--- config.mk ---
export PLATFORM = sky130hd
export DESIGN_NAME = amax_bmin_pipe
export DESIGN_NICKNAME = d
export VERILOG_FILES = /design/src/rtl/boid_xcel_pkg.sv /design/src/rtl/fix_abs_sat.sv /design/src/rtl/amax_bmin_pipe.sv
export SDC_FILE = /design/constraint.sdc
export NUM_CORES = 1
export LEC_CHECK = 0
export ABC_AREA = 1
export CAP_MARGIN = 20
export CELL_PAD_IN_SITES_DETAIL_PLACEMENT = 1
export CELL_PAD_IN_SITES_GLOBAL_PLACEMENT = 1
export CORE_UTILIZATION = 47
export DETAILED_ROUTE_END_ITERATION = 8
export GPL_TIMING_DRIVEN = 1
export PLACE_DENSITY = 0.91
export SLEW_MARGIN = 0
export SYNTH_ARGS = -nofsm -noshare
export SYNTH_HDL_FRONTEND = slang
export SYNTH_HIERARCHICAL = 1
export SYNTH_SLANG_ARGS = --single-unit
--- constraint.sdc ---
create_clock -name clk -period 10.75 [get_ports clk]
set_input_delay 1.6125 -clock clk [delete_from_list [all_inputs] [get_ports clk]]
set_output_delay 1.6125 -clock clk [all_outputs]
set_load 0.02 [all_outputs]
--- src/rtl/boid_xcel_pkg.sv ---
// Shared types and constants for the boid accelerator datapath blocks.
package boid_xcel_pkg;

    // Alpha-max/beta-min coefficient selection carried with each beat.
    typedef enum logic [1:0] {
        AMB_HALF    = 2'd0,  // M + m/2
        AMB_QUARTER = 2'd1,  // M + m/4
        AMB_15_16   = 2'd2,  // 15/16 M + 15/32 m
        AMB_MAX78   = 2'd3   // max(M, 7/8 M + m/2)
    } amb_mode_e;

    // Register stages between input acceptance and the output port.
    localparam int unsigned AMB_STAGES = 3;

endpackage : boid_xcel_pkg

--- src/rtl/fix_abs_sat.sv ---
// Absolute value of a signed word; the most-negative input clamps to the
// largest positive magnitude and raises sat_c.
module fix_abs_sat #(
    parameter int unsigned WIDTH = 32
) (
    input  logic [WIDTH-1:0] x,
    output logic [WIDTH-2:0] mag_c,
    output logic             sat_c
);

    localparam int unsigned MW = WIDTH - 1;

    // Negation only needs the low MW bits: the result always fits below the sign.
    always_comb begin
        mag_c = x[MW-1:0];
        sat_c = 1'b0;
        if (x[WIDTH-1]) begin
            if (x[MW-1:0] == '0) begin
                mag_c = '1;
                sat_c = 1'b1;
            end else begin
                mag_c = ~x[MW-1:0] + MW'(1);
            end
        end
    end

endmodule : fix_abs_sat

--- src/rtl/amax_bmin_pipe.sv ---
// Three-stage alpha-max/beta-min magnitude estimator with speed-limit flags.
// S1 registers |a|,|b|; S2 registers max/min; S3 registers the combined,
// saturated magnitude and limit compares and drives the output port.
module amax_bmin_pipe
    import boid_xcel_pkg::*;
#(
    parameter int unsigned WIDTH = 32,
    parameter int unsigned FRAC  = 15,
    parameter int unsigned TAG_W = 8
) (
    input  logic               clk,
    input  logic               reset,
    input  logic               in_valid,
    output logic               in_ready,
    input  logic [WIDTH-1:0]   in_a,
    input  logic [WIDTH-1:0]   in_b,
    input  logic [1:0]         in_mode,
    input  logic [WIDTH-2:0]   in_lim_lo,
    input  logic [WIDTH-2:0]   in_lim_hi,
    input  logic [TAG_W-1:0]   in_tag,
    output logic               out_valid,
    input  logic               out_ready,
    output logic [WIDTH-1:0]   out_mag,
    output logic [TAG_W-1:0]   out_tag,
    output logic               out_slow,
    output logic               out_fast,
    output logic               out_sat
);

    localparam int unsigned MW = WIDTH - 1;   // magnitude bits (sign always 0)
    localparam int unsigned SW = WIDTH + 1;   // combine arithmetic width
    localparam logic [MW-1:0] MAG_MAX = '1;

    // FRAC only sets the binary point; it must leave room for the sign bit.
    if (FRAC >= WIDTH) begin : g_frac_chk
        $error("amax_bmin_pipe: FRAC must be smaller than WIDTH");
    end

    // ---------------------------------------------------------------- flow
    logic s1_valid, s2_valid;
    logic s1_en, s2_en, s3_en;

    // A stage loads when it is empty or its contents move downstream.
    assign s3_en    = !out_valid || out_ready;
    assign s2_en    = !s2_valid  || s3_en;
    assign s1_en    = !s1_valid  || s2_en;
    assign in_ready = reset && s1_en;

    // ---------------------------------------------------------------- S1
    logic [MW-1:0]    abs_a_c, abs_b_c;
    logic             sat_a_c, sat_b_c;
    logic [MW-1:0]    s1_abs_a, s1_abs_b;
    amb_mode_e        s1_mode;
    logic [MW-1:0]    s1_lim_lo, s1_lim_hi;
    logic [TAG_W-1:0] s1_tag;
    logic             s1_sat;

    fix_abs_sat #(.WIDTH(WIDTH)) u_abs_a (
        .x     (in_a),
        .mag_c (abs_a_c),
        .sat_c (sat_a_c)
    );

    fix_abs_sat #(.WIDTH(WIDTH)) u_abs_b (
        .x     (in_b),
        .mag_c (abs_b_c),
        .sat_c (sat_b_c)
    );

    // S1 register: capture absolute values and sideband on acceptance.
    always_ff @(posedge clk) begin
        if (!reset) begin
            s1_valid  <= 1'b0;
            s1_abs_a  <= '0;
            s1_abs_b  <= '0;
            s1_mode   <= AMB_HALF;
            s1_lim_lo <= '0;
            s1_lim_hi <= '0;
            s1_tag    <= '0;
            s1_sat    <= 1'b0;
        end else if (s1_en) begin
            s1_valid <= in_valid;
            if (in_valid) begin
                s1_abs_a  <= abs_a_c;
                s1_abs_b  <= abs_b_c;
                s1_mode   <= amb_mode_e'(in_mode);
                s1_lim_lo <= in_lim_lo;
                s1_lim_hi <= in_lim_hi;
                s1_tag    <= in_tag;
                s1_sat    <= sat_a_c || sat_b_c;
            end
        end
    end

    // ---------------------------------------------------------------- S2
    logic             a_ge_b_c;
    logic [MW-1:0]    s2_max, s2_min;
    amb_mode_e        s2_mode;
    logic [MW-1:0]    s2_lim_lo, s2_lim_hi;
    logic [TAG_W-1:0] s2_tag;
    logic             s2_sat;

    // Ties keep |a| as the major component.
    assign a_ge_b_c = (s1_abs_a >= s1_abs_b);

    // S2 register: sort the magnitudes into major/minor.
    always_ff @(posedge clk) begin
        if (!reset) begin
            s2_valid  <= 1'b0;
            s2_max    <= '0;
            s2_min    <= '0;
            s2_mode   <= AMB_HALF;
            s2_lim_lo <= '0;
            s2_lim_hi <= '0;
            s2_tag    <= '0;
            s2_sat    <= 1'b0;
        end else if (s2_en) begin
            s2_valid <= s1_valid;
            if (s1_valid) begin
                s2_max    <= a_ge_b_c ? s1_abs_a : s1_abs_b;
                s2_min    <= a_ge_b_c ? s1_abs_b : s1_abs_a;
                s2_mode   <= s1_mode;
                s2_lim_lo <= s1_lim_lo;
                s2_lim_hi <= s1_lim_hi;
                s2_tag    <= s1_tag;
                s2_sat    <= s1_sat;
            end
        end
    end

    // ---------------------------------------------------------------- S3
    logic [SW-1:0] big_c, small_c, sum_c, alt_c;
    logic          ovf_c;
    logic [MW-1:0] mag_c;
    logic          slow_c, fast_c;

    assign big_c   = SW'(s2_max);
    assign small_c = SW'(s2_min);

    // Combine major/minor per mode; all shifts are on non-negative values.
    always_comb begin
        sum_c = big_c;
        alt_c = '0;
        case (s2_mode)
            AMB_HALF:    sum_c = big_c + (small_c >> 1);
            AMB_QUARTER: sum_c = big_c + (small_c >> 2);
            AMB_15_16:   sum_c = (big_c - (big_c >> 4)) +
                                 ((small_c >> 1) - (small_c >> 5));
            AMB_MAX78: begin
                alt_c = (big_c - (big_c >> 3)) + (small_c >> 1);
                sum_c = (alt_c > big_c) ? alt_c : big_c;
            end
            default:     sum_c = big_c;
        endcase
    end

    // Clamp to the largest positive word and compare against the limits.
    assign ovf_c  = (sum_c > SW'(MAG_MAX));
    assign mag_c  = ovf_c ? MAG_MAX : MW'(sum_c);
    assign slow_c = (mag_c < s2_lim_lo);
    assign fast_c = (mag_c > s2_lim_hi);

    // S3 register: drives the output port directly; holds under backpressure.
    always_ff @(posedge clk) begin
        if (!reset) begin
            out_valid <= 1'b0;
            out_mag   <= '0;
            out_tag   <= '0;
            out_slow  <= 1'b0;
            out_fast  <= 1'b0;
            out_sat   <= 1'b0;
        end else if (s3_en) begin
            out_valid <= s2_valid;
            if (s2_valid) begin
                out_mag  <= {1'b0, mag_c};
                out_tag  <= s2_tag;
                out_slow <= slow_c;
                out_fast <= fast_c;
                out_sat  <= ovf_c || s2_sat;
            end
        end
    end

endmodule : amax_bmin_pipe
==> results of run 1 <==
==> sequential cells by signal (all words and copies together) (netlist names), 2 cells and up <==
| signal | cells |
|---|---|
| s2_tag | 8 |
| s2_min | 30 |
| s1_lim_lo | 31 |
| s1_abs_b | 31 |
| s2_max | 31 |
| out_mag | 31 |
| s1_abs_a | 31 |
| s1_lim_hi | 31 |
| s2_mode | 2 |
| s1_mode | 2 |
| s2_lim_hi | 31 |
| s2_lim_lo | 31 |
| out_tag | 8 |
| s1_tag | 8 |
==> path summary, 6_finish.rpt <==
path | to | start | slack, ns
min reg2reg | s2_lim_lo[18] | s2_lim_lo[18] | 0.47
max reg2reg | out_fast | s2_max[9] | 1.76
max | out_fast | s2_max[9] | 1.76
min | s2_lim_lo[18] | s2_lim_lo[18] | 0.47
==> per-layer routing <==
metal	routed length (µm)	vias to the layer above
met1	46000	13700
li1	-	13500
met4	3810	8
met2	48500	871
met5	46	-
met3	6990	188
==> tightest hold or removal path: cells and delay by family, from the launching register on <==
| kind | cells | cell delay (ns) |
|---|---|---|
| DFF | 1 | 0.30 |
| AOI/OAI and AO/OA | 1 | 0.06 |
| buffers and inverters | 1 | 0.06 |
==> stage by stage <==
stage / util, % / worst slack (ns) / hold WS [ns] / cells
4_1_cts: 54.2 / 1.93 / 0.463 / 4861
3_3_place_gp: 51.8 / 2.26 / 0.447 / 4799
3_5_place_dp: 51.8 / 1.99 / 0.455 / 4799
6_report: 54.2 / 1.76 / 0.466 / 4861
2_1_floorplan: - / 4.14 / 0.430 / 3993
5_1_grt: 54.2 / 1.02 / 0.493 / 4861
==> layout by cell type (no fill, tap or decap), drive strengths merged, types with 9 or more instances in the layout <==
master,instances
a211oi,9
a21boi,13
a21o,14
a21oi,522
a31oi,12
buf,24
clkbuf,50
clkdlybuf4s50,182
clkinv,14
dfxtp,314
ha,300
inv,473
nand2,712
nand3,155
nand3b,19
nand4,27
nor2,460
nor3,38
nor4,11
o211ai,16
o21ai,518
o21bai,14
o221ai,11
o31ai,11
or2,18
xnor2,48
xor2,84
==> kinds of logic after synthesis <==
group / after synthesis
other: 1
adder cells (fa/ha/maj): 306
buffers and inverters: 627
AO/OA/AOI/OAI: 1165
AND/OR/NAND/NOR: 1448
XOR/XNOR: 132
flip-flops: 314
==> final cells by class <==
class | count | area, µm²
Inverter | 479 | 1800
Fill cell | 7322 | 25200
Clock buffer | 50 | 1080
Tap cell | 748 | 936
Sequential cell | 314 | 6290
Timing Repair Buffer | 206 | 2010
Multi-Input combinational cell | 3052 | 17500
Clock inverter | 12 | 214
==> power breakdown <==
group          internal [mW]  total, mW  switching [mW]
logic                   1.38       4.12            2.74
clock network          0.785       1.34           0.555
registers               1.25       1.33          0.0849
==> flow_metrics.py, run 1 <==
metrics = {
    "outcome": {
        "status": "complete, no violations",
    },
    "synthesis": {
        "synthAdderAreaFrac_pct": 14.8,
        "synth-simple-area-share_pct": 23.5,
        "synth_top_area_cell": "dfxtp_1",
        "synth.area.mux_share_pct": 0,
        "synth_cells": 3993,
        "yosysTopAreaCellShare_pct": 24.0,
        "synth_seq_cells": 314,
        "synth_commonest_cells": "nand2_1 (701), a21oi_1 (517), inv_1 (451)",
        "synth-xor-area-share_pct": 4.42,
        "avgSynthCellArea_um2": 6.55,
        "synth_area_leaders": "dfxtp_1 (24%), ha_1 (14%), nand2_1 (10%)",
        "ys_async_sr_fraction_pct": 0,
        "synth-main-ff-cell": "dfxtp_1",
        "synth_compound_area_share_pct": 23.9,
        "syn_nets": 4439,
        "synth_area_um2": 26200,
        "yosysMostFrequentCell": "nand2_1",
        "yosysUniqueCellTypes": 65,
        "ys_seq_area_share_pct": 24.0,
        "synth-edff-count": 0,
        "ys_warn_count": 6,
        "synth_top_family_by_area": "compound AO/OA/AOI/OAI gates",
    },
    "sta": {
        "period_minus_slack_ns": 8.99,
        "relSlewSlack_pct": 38.9,
        "hold_viol": 0,
        "worst-slew-pin-transition_ns": 0.916,
        "rsz0062_at_grt": "no",
        "post-route-period-util_pct": 83.6,
        "final.setup.tns_ns": 0,
        "slew_viol_final": 0,
        "finalSetupViolCount": 0,
        "finClkSkew_ns": 0.0223,
        "fmax_ghz": 0.111,
    },
    "clocking": {
        "clkTransAtPathRegs_ns": 0.06,
        "root_buffer": "clkbuf_16",
        "numClockSinks": 314,
        "cts_setup_buffers": 0,
        "clock_latency_ns": 0.58,
        "numCtsBuffers": 38,
        "clk_path_buf_depth": 3,
        "holdBufCountCts": 0,
        "cts_tree": "built",
        "cts-resized-gates": 0,
        "htree_num_levels": 2,
    },
    "setup_path": {
        "crit_path_max_incr_delay_ns": 0.65,
        "ff2ff_path_depth": 47,
        "critPathArrivalTime_ns": 9.41,
        "cp-end-kind": "flop",
        "critPathBufInv": 4,
        "crit_required_ns": 11.17,
        "critPathLaunchType": "flop",
        "path_delay_family": "simple AND/OR/NAND/NOR gates",
        "path_class": "reg -> reg",
        "cp.depth": 47,
        "cp_max_fo": 29,
        "critPathSlowestCell": "a2111oi_0",
        "cp_common_cell": "nand2_1",
    },
    "placement": {
        "io_buffers": 183,
        "gp_congestion": 1.00,
        "placed_area_um2": 28500,
        "dp_hpwl_um": 83700,
    },
    "global_route": {
        "track_usage_pct": 36.6,
        "grt_pass1_vias": 28700,
        "grt_pass1_wl_um": 162000,
        "antenna_found_initial": 3,
        "overflow": 0,
        "use_met3_pct": 6.09,
        "busiest_layer": "met2",
        "met1_usage_pct": 47.3,
        "grt_max_degree": 178,
        "use_met2_pct": 61.1,
    },
    "floorplanning": {
        "initial_core_util_pct": 47.6,
        "io_pins": 185,
        "coreArea_um2": 55000,
        "die_h_um": 238,
        "num_rows": 86,
        "die_area_um2": 56600,
        "die_w_um": 238,
    },
    "pwr": {
        "power_density_nw_per_um2": 228,
        "p_leak_nw": 13.8,
        "ir_drop_v": 0.000143,
        "design_power_total_mw": 6.80,
    },
    "layout": {
        "final_nets": 4537,
        "drive_gt1_share_pct": 5.03,
        "area_delta_synth_final_pct": 13.9,
        "antenna_cells": 0,
        "design_area_um2": 29800,
    },
    "route": {
        "drc_errors": 0,
        "drtIter0Drc": 1858,
        "wire_per_inst_um": 21.7,
        "dr.pass1.iters": 5,
        "vias_per_cell": 5.81,
        "antenna_left": 0,
        "drt-total-wl_um": 105000,
        "num_vias": 28300,
    },
    "run": {
        "maxCapViolations": 0,
    },
    "worst_hold_path": {
        "hold_depth": 2,
        "hold_class": "reg -> reg",
    },
}
(Power assumes the default switching activity.)
==> run 2: changes to the inputs <==
Settings changed: CORE_UTILIZATION 47 to 43, PLACE_DENSITY 0.91 to 0.84.
Clock period 10.75 ns to 8.5 ns, I/O delays scaled along.
==> flow_metrics.py, run 2 (same netlist as run 1, synthesis figures left out) <==
metrics = {
    "floorplanning": {
        "num_rows": 90,
        "coreArea_um2": 60200,
        "io_pins": 185,
        "die_w_um": 249,
        "die_area_um2": 61800,
        "die_h_um": 249,
        "initial_core_util_pct": 43.4,
    },
    "sta": {
        "finClkSkew_ns": 0.0267,
        "post-route-period-util_pct": 93.9,
        "rsz0062_at_grt": "no",
        "hold_viol": 0,
        "period_minus_slack_ns": 7.98,
        "holdWs_ns": 0.463,
        "fmax_ghz": 0.125,
        "finalSetupViolCount": 0,
        "worst-slew-pin-transition_ns": 1.05,
        "timing.final.ws_setup_ns": 0.518,
        "relSlewSlack_pct": 30.1,
        "slew_viol_final": 0,
        "final.setup.tns_ns": 0,
    },
    "setup_path": {
        "path_delay_family": "compound AO/OA/AOI/OAI gates",
        "path_class": "reg -> reg",
        "cp-end-kind": "flop",
        "critPathArrivalTime_ns": 8.38,
        "worstReg2RegStart": "s2_max[1]",
        "critPathSlowestCell": "fa_1",
        "crit_path_max_incr_delay_ns": 0.52,
        "cp_common_cell": "nand2_1",
        "critPathLaunchType": "flop",
        "cp_max_fo": 14,
        "critPathBufInv": 2,
        "reg2reg_slack_ns": 0.52,
        "crit_required_ns": 8.90,
        "cp-startpoint": "s2_max[1]",
    },
    "pwr": {
        "ir_drop_v": 0.000132,
        "design_power_total_mw": 8.58,
        "power_density_nw_per_um2": 285,
        "p_leak_nw": 14.0,
    },
    "route": {
        "wire_per_inst_um": 21.4,
        "drtIter0Drc": 2123,
        "drc_errors": 0,
        "dr.pass1.iters": 5,
        "antenna_left": 0,
        "num_vias": 28300,
        "drt-total-wl_um": 106000,
        "vias_per_cell": 5.73,
    },
    "outcome": {
        "status": "complete, no violations",
    },
    "layout": {
        "area_delta_synth_final_pct": 15.1,
        "final_cell_mix": "nand2_1 (697), a21oi_1 (516), inv_1 (450), nor2_1 (445), o21ai_0 (422)",
        "fin_cells": 4935,
        "final_nets": 4571,
        "layout_commonest_cell": "nand2_1",
        "antenna_cells": 0,
        "drive_gt1_share_pct": 6.14,
    },
    "clocking": {
        "htree_num_levels": 2,
        "holdBufCountCts": 0,
        "root_buffer": "clkbuf_16",
        "clkTransAtPathRegs_ns": 0.06,
        "clk_path_buf_depth": 3,
        "numCtsBuffers": 38,
        "cts_tree": "built",
        "clock_latency_ns": 0.58,
        "numClockSinks": 314,
    },
    "global_route": {
        "overflow": 0,
        "grt_pass1_wl_um": 163000,
        "grt_max_degree": 147,
        "track_usage_pct": 33.5,
        "antenna_found_initial": 2,
        "grt_pass1_vias": 28100,
    },
    "placement": {
        "gp_congestion": 1.04,
        "io_buffers": 183,
        "dp_cells": 4864,
        "post-place-ws_ns": 0.334,
        "dp_hpwl_um": 85400,
    },
    "worst_hold_path": {
        "hold_class": "reg -> reg",
        "min-delay-start": "s2_lim_lo[15]",
    },
    "run": {
        "maxCapViolations": 0,
    },
}
## run 2: changes by cell type in the layout (fill, tap and decap cells not counted), moves of 2 or more
cell,previous run,this run
dfxtp_1,314,311
buf_4,23,57
dfxtp_2,0,3
clkinv_8,0,2
bufinv_16,3,1
clkinv_2,4,11
clkbuf_1,4,7
## run 2: repair_timing
item / in CTS / in global routing
resized for setup: 0 / 12
setup buffers: 0 / 3
hold endpoints to repair: 0 / 0
endpoints found under the setup margin: 0 / 2
## run 2: final cells by class
| cell class | count | area [µm²] |
|---|---|---|
| Clock buffer | 52 | 1070 |
| Clock inverter | 16 | 164 |
| Fill cell | 7994 | 30200 |
| Inverter | 479 | 1800 |
| Multi-Input combinational cell | 3052 | 17500 |
| Sequential cell | 314 | 6290 |
| Tap cell | 782 | 978 |
| Timing Repair Buffer | 240 | 2270 |
## run 2: per-stage QoR
step / area, µm² / util (%)
floorplan: 26200 / -
global placement: 28800 / 47.8
detailed placement: 28800 / 47.8
CTS: 30000 / 49.8
global route: 30100 / 50.0
finish: 30100 / 50.0
## run 2: worst min-delay path, cell delays in order, from the launching register on
cell	delay (ns)
dfxtp_1	0.30
inv_1	0.06
a21oi_1	0.05
## run 2: power by group
part | leakage [nW] | internal [mW] | total (mW) | switching, mW
Combinational | 10.8 | 1.79 | 5.30 | 3.51
Sequential | 2.59 | 1.58 | 1.67 | 0.0894
Clock | 0.614 | 0.926 | 1.61 | 0.686
## run 2: metal layers
metal	track usage (%)	share of wire, %
met4	9.39	2.7
met5	0	0.019
met1	47.4	47
met3	4.11	6.3
met2	53.3	44
## run 2: final timing paths
path / end / depth (start not counted)
worst min-delay path: s2_lim_lo[15] / 2
worst max register to register: out_fast / 38
worst max-delay path: out_fast / 38
worst min register to register: s2_lim_lo[15] / 2
